**config.mk**
```make
export PLATFORM = sky130hd
export DESIGN_NAME = if_fetch_queue
export DESIGN_NICKNAME = d
export VERILOG_FILES = /design/src/rtl/if_fetch_queue.sv
export SDC_FILE = /design/constraint.sdc
export NUM_CORES = 1
export LEC_CHECK = 0
export CORE_MARGIN = 2
export CORE_UTILIZATION = 51
export DETAILED_ROUTE_END_ITERATION = 8
export PLACE_DENSITY = 0.77
export REMOVE_ABC_BUFFERS = 1
export SLEW_MARGIN = 20
export SYNTH_ARGS = -nofsm -noshare
export SYNTH_HDL_FRONTEND = slang
export SYNTH_SLANG_ARGS = --single-unit
```
**constraint.sdc**
```tcl
create_clock -name clk -period 2.8 [get_ports clk]
set_clock_uncertainty 0.15 [all_clocks]
set_input_delay 0.42 -clock clk [delete_from_list [all_inputs] [get_ports clk]]
set_output_delay 0.42 -clock clk [all_outputs]
set_load 0.01 [all_outputs]
```
**src/rtl/if_fetch_queue.sv**
```systemverilog
// Instruction fetch front end: PC generation, fixed 1-cycle i_mem access,
// and a small first-word-fall-through FIFO feeding ID over valid/ready.
// A taken branch from EX redirects fetch and discards everything buffered
// or in flight.
module if_fetch_queue #(
  parameter logic [31:0] RESET_PC = 32'h0000_0000,
  parameter int          DEPTH    = 4
) (
  input  logic                       clk,
  input  logic                       rst,
  output logic                       imem_req,
  output logic [31:0]                imem_addr,
  input  logic [31:0]                imem_rdata,
  input  logic                       ex_if_take_branch,
  input  logic [31:0]                ex_if_branch_target,
  input  logic                       id_ready,
  output logic                       if_id_valid,
  output logic [31:0]                if_id_pc,
  output logic [31:0]                if_id_instr_data,
  output logic [$clog2(DEPTH+1)-1:0] if_occupancy
);

  localparam int OCC_W = $clog2(DEPTH + 1);
  localparam int PTR_W = (DEPTH > 1) ? $clog2(DEPTH) : 1;
  localparam logic [OCC_W:0] DEPTH_EXT = (OCC_W + 1)'(DEPTH);

  logic [31:0]      pc_q, pc_d;
  logic             rsp_pending_q;
  logic [31:0]      rsp_pc_q;
  logic [OCC_W-1:0] occ_q, occ_d;
  logic [PTR_W-1:0] wr_ptr_q, wr_ptr_d;
  logic [PTR_W-1:0] rd_ptr_q, rd_ptr_d;
  logic [31:0]      mem_pc_q   [DEPTH];
  logic [31:0]      mem_instr_q[DEPTH];

  logic             pop;
  logic             push;
  logic [OCC_W:0]   committed;

  // Issue decision, fetch address and FIFO bookkeeping for this cycle.
  always_comb begin
    pop       = if_id_valid & id_ready;
    // A flush drops the arriving response, so nothing is pushed on a branch.
    push      = rsp_pending_q & ~ex_if_take_branch;
    // Entries held plus the one in flight, minus what ID takes now; only
    // issue when the response is guaranteed a free slot.
    committed = {1'b0, occ_q} + {{OCC_W{1'b0}}, rsp_pending_q} - {{OCC_W{1'b0}}, pop};
    imem_req  = rst & (ex_if_take_branch | (committed < DEPTH_EXT));
    imem_addr = ex_if_take_branch ? {ex_if_branch_target[31:2], 2'b00} : pc_q;

    pc_d      = imem_req ? (imem_addr + 32'd4) : pc_q;
    occ_d     = occ_q;
    wr_ptr_d  = wr_ptr_q;
    rd_ptr_d  = rd_ptr_q;
    if (ex_if_take_branch) begin
      occ_d    = '0;
      wr_ptr_d = '0;
      rd_ptr_d = '0;
    end else begin
      occ_d = occ_q + OCC_W'(push) - OCC_W'(pop);
      if (push) wr_ptr_d = wr_ptr_q + PTR_W'(1);
      if (pop)  rd_ptr_d = rd_ptr_q + PTR_W'(1);
    end
  end

  // Control state: PC, response tracking and FIFO pointers/occupancy.
  always_ff @(posedge clk or negedge rst) begin
    if (!rst) begin
      pc_q          <= RESET_PC;
      rsp_pending_q <= 1'b0;
      rsp_pc_q      <= '0;
      occ_q         <= '0;
      wr_ptr_q      <= '0;
      rd_ptr_q      <= '0;
    end else begin
      pc_q          <= pc_d;
      rsp_pending_q <= imem_req;
      rsp_pc_q      <= imem_addr;
      occ_q         <= occ_d;
      wr_ptr_q      <= wr_ptr_d;
      rd_ptr_q      <= rd_ptr_d;
    end
  end

  // FIFO storage: one register pair per entry, written when the pending
  // response lands in that slot.
  for (genvar gi = 0; gi < DEPTH; gi++) begin : g_entry
    always_ff @(posedge clk or negedge rst) begin
      if (!rst) begin
        mem_pc_q[gi]    <= '0;
        mem_instr_q[gi] <= '0;
      end else if (push && (wr_ptr_q == PTR_W'(gi))) begin
        mem_pc_q[gi]    <= rsp_pc_q;
        mem_instr_q[gi] <= imem_rdata;
      end
    end
  end

  // Head entry is read straight from registers, so it is stable while stalled.
  always_comb begin
    if_id_valid      = (occ_q != '0);
    if_id_pc         = mem_pc_q[rd_ptr_q];
    if_id_instr_data = mem_instr_q[rd_ptr_q];
    if_occupancy     = occ_q;
  end

endmodule
```
==> impl_metrics.ini <==
[run_status]
status = complete, but fails checks
violations = setup timing

[yosys]
synth_ff_type = dfrtp_1
synth_xor_area_frac = 0.01136
synth_edf_count = 0
ys_seq_elements = 328
synth_top_family_by_area = multiplexers
synthesis.area_sq_um = 14650
synthMuxAreaShare = 0.3184
yosys_warnings = 0
synthAdderAreaFrac = 0.009905
async_flop_share = 1.000
synth_cells = 969
synth_compound_area_frac = 0.02861
yosys.area_share.simple = 0.05072
synth_cell_types = 60
syn_area_per_cell_sq_um = 15.12
ys_seq_area_frac = 0.5602

[power]
seqPwrFrac = 0.384
swShare = 0.2935
peakVddDrop_uv = 639.0
p_sw_mw = 5.986
power.density_nw_per_um2 = 1081
p_comb_frac = 0.368
p_leak_nw = 8.589
cell_internal_pwr_mw = 14.41
clkPwrFrac = 0.248

[clock_tree]
clk_path_buf_depth = 3
clk_latency_ps = 510
cts_buffers = 37
htree_num_levels = 2
root_buffer = clkbuf_16
path_clk_slew_ps = 60
cts_sinks = 328
cts_tree = yes

[sta]
fin_ws_ps = -557.0
tightest_slew_ps = 751.1
period_minus_slack_ps = 3357
hold_viol = 0
post-route-period-util = 1.199
rsz0062_at_grt = true
finalSetupViolCount = 31
fmax_mhz = 297.9
slew_viol_final = 0
tns_ps = -8588
max_slew_margin = 0.4993

[floorplanning]
floorplan.core_area_sq_um = 28470
ios = 169
die_h_um = 173.5
start_util = 0.5147
fp-row-count = 62
dieWidth_um = 173.5
die-area_sq_um = 30100

[drt]
num_vias = 9104
routed_wl_mm = 33.42
post_drt_wl_per_cell_um = 20.92
viasPerCell = 5.701
detail-route-antenna-nets = 0
drtIter0Drc = 624
drt-pass1-iter-count = 5
drc = 0

[grt]
grt-ovfl-total = 0
grt_pass1_vias = 9776
antenna_found_initial = 1
grt_max_degree = 101
track_usage = 0.2298
grt_pass1_wl_mm = 54.58

[final_layout]
drive_above_1_share = 0.4229
fin_util = 0.6630
syn2layout_area_growth_pct = 28.81
most-common-layout-cells = dfrtp_1, mux2_2, clkdlybuf4s50_1
insertedDiodeCount = 0
n_fill_cell = 2060
fin_nets = 1263
mostFrequentLayoutCell = dfrtp_1

[placement]
place_congestion = 0.8153
dpl.hpwl_mm = 21.70
io_buffers = 166

[critical_path]
arrival_ps = 2790
cp-start-kind = flop
worst-path-max-fanout = 2
end_kind = output port
worstSetupPathType = flop to output port
critical_path_required_ps = 2230

[min_path]
min_path_type = input port to flop

[job]
max_cap_viol_count = 0
==> timing repair <==
item,CTS,global route
pin swaps,6,1
setup buffers,11,2
cloned,6,0
hold buffers,1,0
endpoints found under the setup margin,90,76
hold endpoints to repair,92,0
gates resized for setup,117,36
==> stage by stage <==
| step | hold WS [ps] | area, sq um | cells | power [mW] | worst slack (ps) |
|---|---|---|---|---|---|
| 4_1_cts | 70.16 | 18810 | 1596 | 20.46 | -547.5 |
| 3_3_place_gp | 311.1 | 17160 | 1510 | 14.89 | -569.6 |
| 3_5_place_dp | 322.4 | 17160 | 1510 | 15.19 | -610.6 |
| 2_1_floorplan | -25.59 | 14420 | 915 | 11.89 | -1347 |
| 6_report | 102.1 | 18870 | 1597 | 20.40 | -557.0 |
| 5_1_grt | 92.45 | 18870 | 1597 | 21.51 | -633.5 |
==> cells in the mapped netlist (2+ instances only) <==
cell type	instances	area [sq um]
dfrtp_1	328	8208
mux2_2	281	3164
mux4_2	64	1441
nand2_1	50	187.7
clkbuf_1	35	131.4
nand3_1	20	100.1
inv_1	17	63.81
o21ai_0	17	85.08
buf_2	10	50.05
ha_1	10	125.1
xor2_1	10	87.58
nor2_1	9	33.78
o31ai_1	9	67.56
xnor2_1	9	78.83
a21oi_1	7	35.03
and3_1	7	43.79
mux2i_1	6	60.06
nand4_1	6	37.54
buf_1	5	18.77
nand3b_1	4	30.03
nand4b_1	4	35.03
nor2b_1	4	25.02
o211ai_1	4	30.03
or4_1	4	30.03
or3_1	3	18.77
a21boi_0	2	15.01
a22o_1	2	17.52
a22oi_2	2	25.02
and4_1	2	17.52
and4b_1	2	20.02
buf_4	2	15.01
buf_6	2	22.52
nand2b_1	2	12.51
nand4_2	2	25.02
nor3_1	2	10.01
nor4_1	2	12.51
==> flip-flops by register name, summed over array words and instances, names as in the netlist <==
register       flops
rsp_pending_q      1
mem_pc_q         128
mem_instr_q      128
rd_ptr_q           2
rsp_pc_q          32
if_occupancy       3
pc_q              32
wr_ptr_q           2
==> cell families (layout without fill, tap and decap cells) <==
family	Yosys count	count (layout)
multiplexers	351	351
AO/OA/AOI/OAI	57	57
XOR/XNOR	19	19
adder cells (fa/ha/maj)	11	11
flip-flops	328	328
AND/OR/NAND/NOR	131	131
buffers and inverters	72	316
==> path summary, 6_finish.rpt <==
path	startpoint	end	slack, ps	cells after the start
max in group asynchronous	rst	mem_instr_q[126]	840	4
min in group asynchronous	rst	mem_instr_q[19]	440	3
hold reg to reg	pc_q[29]	pc_q[29]	330	2
hold / removal	ex_if_take_branch	if_occupancy[0]	100	2
setup reg to reg	if_occupancy[2]	pc_q[22]	-460	12
setup / recovery	if_occupancy[2]	imem_req	-560	10
==> routing by layer <==
layer	share of wire	GRT usage
met5	0.00024	0
met4	0.016	0.05120
met3	0.061	0.05132
met2	0.49	0.3748
met1	0.44	0.3192
==> power by group through the flow <==
stage / clock [mW] / sequential (mW) / combinational (mW)
after floorplan: 0 / 7.69 / 4.20
after global placement: 0 / 7.79 / 7.11
after detailed placement: 0 / 7.90 / 7.28
after CTS: 5.17 / 7.81 / 7.47
after global routing: 5.37 / 8.09 / 8.05
final: 5.07 / 7.83 / 7.50
==> worst max-delay path: stages (launching register included) <==
cell and delay (ps):
dfrtp_1 380, or3_4 390, and2_4 160, ha_4 150, inv_2 60, ha_4 180
and3b_1 180, o221a_1 210, or3b_4 400, clkinv_4 60, buf_6 90
==> area by class of cell <==
type                       instances  area, sq um  area share
timing repair buffer             230         2530      0.1340
inverter                          18        72.57    0.003845
clock inverter                    12        163.9    0.008684
clock buffer                      56         1140     0.06039
sequential                       328         8215      0.4353
tap                              384        480.5     0.02546
multi-input combinational        569         6272      0.3323
(Power assumes the default switching activity.)
